<file path="src/rtl/onehot_encoder_stream.sv">
// onehot_encoder_stream
// Takes an N-bit request vector over a valid/ready handshake and emits
// the binary index of every set bit as a stream of codes. Each code is
// accepted with its own output handshake, and the final code of a vector
// is flagged with out_last. This is the sequential inverse of a decoder.
//
// Build option: define ONEHOT_ENC_MSB_FIRST_EN to emit the highest index
// first. Without it, the lowest index is emitted first. Ports and timing
// are the same in both builds.
//
// Every output is a flop. The code and last flag for the next cycle are
// worked out from the value pend will hold after the current edge.
module onehot_encoder_stream #(
  parameter int N = 4,
  parameter int W = 2
) (
  input  logic         clk,
  input  logic         rst_n,
  input  logic         in_valid,
  output logic         in_ready,
  input  logic [N-1:0] in_vec,
  output logic         out_valid,
  input  logic         out_ready,
  output logic [W-1:0] out_code,
  output logic         out_last,
  output logic         busy
);

  typedef enum logic {IDLE, EMIT} state_t;

  state_t       state;
  logic [N-1:0] pend;
  logic [N-1:0] rest;

  // Returns the index of the set bit that is emitted next from v.
  function automatic logic [W-1:0] pick(input logic [N-1:0] v);
    logic [W-1:0] idx;
    idx = '0;
`ifdef ONEHOT_ENC_MSB_FIRST_EN
    for (int i = 0; i < N; i++) begin
      if (v[i]) idx = W'(i);
    end
`else
    for (int i = N - 1; i >= 0; i--) begin
      if (v[i]) idx = W'(i);
    end
`endif
    return idx;
  endfunction

  // Returns 1 when v has exactly one bit set.
  function automatic logic single(input logic [N-1:0] v);
    return (v != '0) && ((v & (v - N'(1))) == '0);
  endfunction

  // This is the pending vector once the code now on out_code has been taken.
  always_comb begin
    rest = pend & ~(N'(1) << out_code);
  end

  // Handshake state machine with registered stream outputs.
  always_ff @(posedge clk or negedge rst_n) begin
    if (!rst_n) begin
      state     <= IDLE;
      pend      <= '0;
      in_ready  <= 1'b0;
      out_valid <= 1'b0;
      out_code  <= '0;
      out_last  <= 1'b0;
      busy      <= 1'b0;
    end else begin
      case (state)
        IDLE: begin
          if (!in_ready) begin
            in_ready <= 1'b1;
          end else if (in_valid && (in_vec != '0)) begin
            state     <= EMIT;
            pend      <= in_vec;
            in_ready  <= 1'b0;
            out_valid <= 1'b1;
            out_code  <= pick(in_vec);
            out_last  <= single(in_vec);
            busy      <= 1'b1;
          end
        end
        EMIT: begin
          if (out_ready) begin
            if (out_last) begin
              state     <= IDLE;
              pend      <= '0;
              in_ready  <= 1'b1;
              out_valid <= 1'b0;
              out_last  <= 1'b0;
              busy      <= 1'b0;
            end else begin
              pend     <= rest;
              out_code <= pick(rest);
              out_last <= single(rest);
            end
          end
        end
        default: begin
          state     <= IDLE;
          pend      <= '0;
          in_ready  <= 1'b1;
          out_valid <= 1'b0;
          out_last  <= 1'b0;
          busy      <= 1'b0;
        end
      endcase
    end
  end

endmodule

</file>
<file path="config.mk">
export PLATFORM = sky130hd
export DESIGN_NAME = onehot_encoder_stream
export DESIGN_NICKNAME = d
export VERILOG_FILES = /design/src/rtl/onehot_encoder_stream.sv
export SDC_FILE = /design/constraint.sdc
export NUM_CORES = 1
export LEC_CHECK = 0
export CAP_MARGIN = 30
export CORE_ASPECT_RATIO = 0.75
export CORE_MARGIN = 5
export CORE_UTILIZATION = 40
export CTS_CLUSTER_SIZE = 16
export DETAILED_ROUTE_END_ITERATION = 10
export PLACE_DENSITY = 0.74
export SLEW_MARGIN = 20
export SYNTH_ARGS = -nofsm -noshare
export SYNTH_HDL_FRONTEND = slang
export SYNTH_SLANG_ARGS = --single-unit
export TNS_END_PERCENT = 100
</file>
<file path="constraint.sdc">
create_clock -name clk -period 2.3 [get_ports clk]
set_clock_uncertainty 0.2 [all_clocks]
set_input_delay 0.46 -clock clk [delete_from_list [all_inputs] [get_ports clk]]
set_output_delay 0.46 -clock clk [all_outputs]
set_load 0.01 [all_outputs]
</file>
==> flow_summary.yaml <==
synthesis:
  syn_avg_cell_area_sq_um: 8.39
  synthTopCellsByArea: "dfrtp_1 (34%), o21ai_0 (8.0%), nor2_1 (4.0%), inv_1 (3.5%), a21oi_1 (3.4%)"
  syn-cell-area_sq_um: 747
  ys_warn_count: 0
  syn_nets: 97
  ys_seq_area_share_pct: 33.5
  synth_cell_types: 36
  synthCells: 89
  yosysTopAreaCell: "dfrtp_1"
  ys_seq_elements: 10
  synth_top_area_share_pct: 33.5
clock_network:
  cts_hold_buffers: 0
  cts_buffer_depth: 2
  cts_sinks: 10
  clock_latency_ps: 280
  cts.repair.resized: 0
  cts_buffers: 3
  cts_tree: "yes"
  clkTransAtPathRegs_ps: 70
  htreeDepth: 1
  cts_root_buffer: "clkbuf_4"
  postCtsSetupBuffers: 0
power:
  intPower_w: 0.000691
  netSwitchingFraction_pct: 44.4
  power.density_nw_per_um2: 1340
  power.switching_w: 0.000552
  comb_power_share_pct: 52.8
  p_leak_nw: 0.375
  clkPwrFrac_pct: 13.4
  ir_drop_mv: 0.582
  power_frac_seq_pct: 33.9
placed_design:
  io_buffers: 13
  hpwlAfterDp_um: 1420
  place_inst: 121
  globalplace.congestion: 0.832
detailed_routing:
  detail_route.wl_per_cell_um: 15.1
  met2_length_um: 832
  drt-total-wl_um: 1890
  drt_first_iter_violations: 43
  via_per_inst: 5.93
  vias: 741
  dr.pass1.iters: 4
  top_layer_used: "met4"
  routedLengthMet1_um: 904
  route.detailed.drc: 0
  met3WireLength_um: 141
  antenna_left: 0
timing:
  fin_crit_ps: 2130
  hold_viol_final: 0
  setup_viol: 0
  setup_tns_ps: 0
  holdWs_ps: 301
  post-route-period-util_pct: 92.6
  maxSlewViolCount: 0
  worstMarginPinSlew_ps: 496
  rsz0062_at_grt: "false"
  fmax_ghz: 0.470
  slew_headroom_pct: 66.6
flow_run:
  cap_violations: 0
run_status:
  status: "complete, no violations"
cells_and_area:
  nets: 112
  antenna_cells: 0
  drive_above_1_share_pct: 12.6
  areaGrowthSynthToFinish_pct: 24.5
  fin_cells: 125
grt:
  grt_pass1_wl_um: 2970
  grt_max_degree: 16
  grt_pass1_vias: 628
  grt_overflow: 0
  antenna_found_initial: 0
  track_usage_pct: 14.3
worst_setup_path:
  r2r_slack_ps: 480
  startpoint_type: "register"
  r2r_end: "pend[0]$_DFFE_PN0P_"
  crit_path_end_kind: "primary output"
  cpPeakStageDelay_ps: 610
  slowest_stage: "clkdlybuf4s50_1"
  crit_type: "reg2out"
  cp.arrival_ps: 1470
  regToRegStartpoint: "state$_DFF_PN0_"
  path_max_fanout: 15
  worstPathCellList: "clkdlybuf4s50_1"
  cp_top_family: "buffers and inverters"
  cp.depth: 1
  ff2ff_path_depth: 4
  worst_ep_required_time_ps: 1640
  path_buf_inv: 1
die:
  core_region_area_sq_um: 1760
  start_util_pct: 42.5
  rows: 13
  dieArea_sq_um: 2840
  pin_count: 14
  die_x_um: 59.9
  die_h_um: 47.4
hold_path:
  min_path_type: "in2async"
## power groups by stage
stage | Clock [W] | Sequential, W | Combinational (W)
6_report | 0.000166 | 0.000421 | 0.000656
5_1_grt | 0.000171 | 0.000441 | 0.000727
4_1_cts | 0.000165 | 0.000417 | 0.000658
3_5_place_dp | 0 | 0.000420 | 0.000655
3_3_place_gp | 0 | 0.000420 | 0.000641
2_1_floorplan | 0 | 0.000336 | 0.000537
## kinds of logic (layout without fill, tap and decap cells)
logic type             Yosys count  in the layout  synth area share (%)
flip-flops                      10             10                  33.5
multiplexers                     1              1                  1.34
XOR/XNOR                         1              1                  1.17
AND/OR/NAND/NOR                 27             27                  19.6
buffers and inverters           14             28                  9.05
AO/OA/AOI/OAI                   36             36                  35.3
## stage by stage
step | util, % | area (sq um) | setup slack (ps) | total power, W
floorplan | - | 747 | 659 | 0.000872
global placement | 50.9 | 893 | 137 | 0.00106
detailed placement | 50.9 | 893 | 44.3 | 0.00108
CTS | 52.9 | 930 | 172 | 0.00124
global route | 52.9 | 930 | 90.7 | 0.00134
finish | 52.9 | 930 | 171 | 0.00124
## flip-flops by register name, indices dropped and copies added (netlist names)
signal / cells
state: 1
busy: 1
pend: 4
out_last: 1
in_ready: 1
out_code: 2
## placed cells by master, fill, tap and decap left out, types with 3 or more instances in the layout
cell | Yosys | routed
a21oi_1 | 5 | 5
nor2b_1 | 4 | 4
dfrtp_1 | 10 | 10
clkbuf_4 | 0 | 3
inv_1 | 7 | 7
clkdlybuf4s50_1 | 0 | 13
a21o_1 | 3 | 3
nor2_1 | 8 | 8
o21ai_0 | 12 | 12
buf_4 | 1 | 4
nand2_1 | 3 | 3
## worst max-delay path by stage
stage / start / end / slack [ps]
final: out_code[1]$_DFFE_PN0P_ / out_code[1] / 170
after CTS: out_code[1]$_DFFE_PN0P_ / out_code[1] / 170
after global routing: out_code[1]$_DFFE_PN0P_ / out_code[1] / 90
after detailed placement: in_vec[2] / pend[0]$_DFFE_PN0P_ / 40
after global placement: in_vec[2] / pend[0]$_DFFE_PN0P_ / 140
after floorplan: pend[1]$_DFFE_PN0P_ / out_last$_DFFE_PN0P_ / 660
## layout make-up
type | instances | area (sq um)
inverters | 7 | 26.3
flip-flops and latches | 10 | 250
repair buffers | 17 | 160
multi-input cells | 65 | 429
clock buffers | 4 | 36.3
fillers | 169 | 827
well taps | 22 | 27.5
## Yosys cell counts
cell type	count
o21ai_0	12
dfrtp_1	10
nor2_1	8
inv_1	7
a21oi_1	5
nor2b_1	4
a21o_1	3
buf_2	3
nand2_1	3
a2111oi_0	2
a22o_1	2
clkbuf_1	2
nand3_1	2
nor3_1	2
o211ai_1	2
o22ai_2	2
a221o_1	1
a31oi_1	1
a32o_1	1
and2_1	1
and3_1	1
buf_4	1
buf_6	1
mux2i_1	1
nand2b_1	1
nand3b_1	1
nor4_1	1
nor4_2	1
nor4b_1	1
o2111ai_2	1
o221ai_2	1
o22a_1	1
o2bb2ai_1	1
o31ai_1	1
or3_1	1
xor2_1	1
## layer usage
| metal | global-route usage [%] | vias to the layer above |
|---|---|---|
| met5 | 0 | - |
| met4 | 4.87 | 0 |
| met3 | 5.39 | 2 |
| met2 | 20.7 | 34 |
| met1 | 19.5 | 345 |
| li1 | - | 360 |
Power figures use the tool's default switching activity.
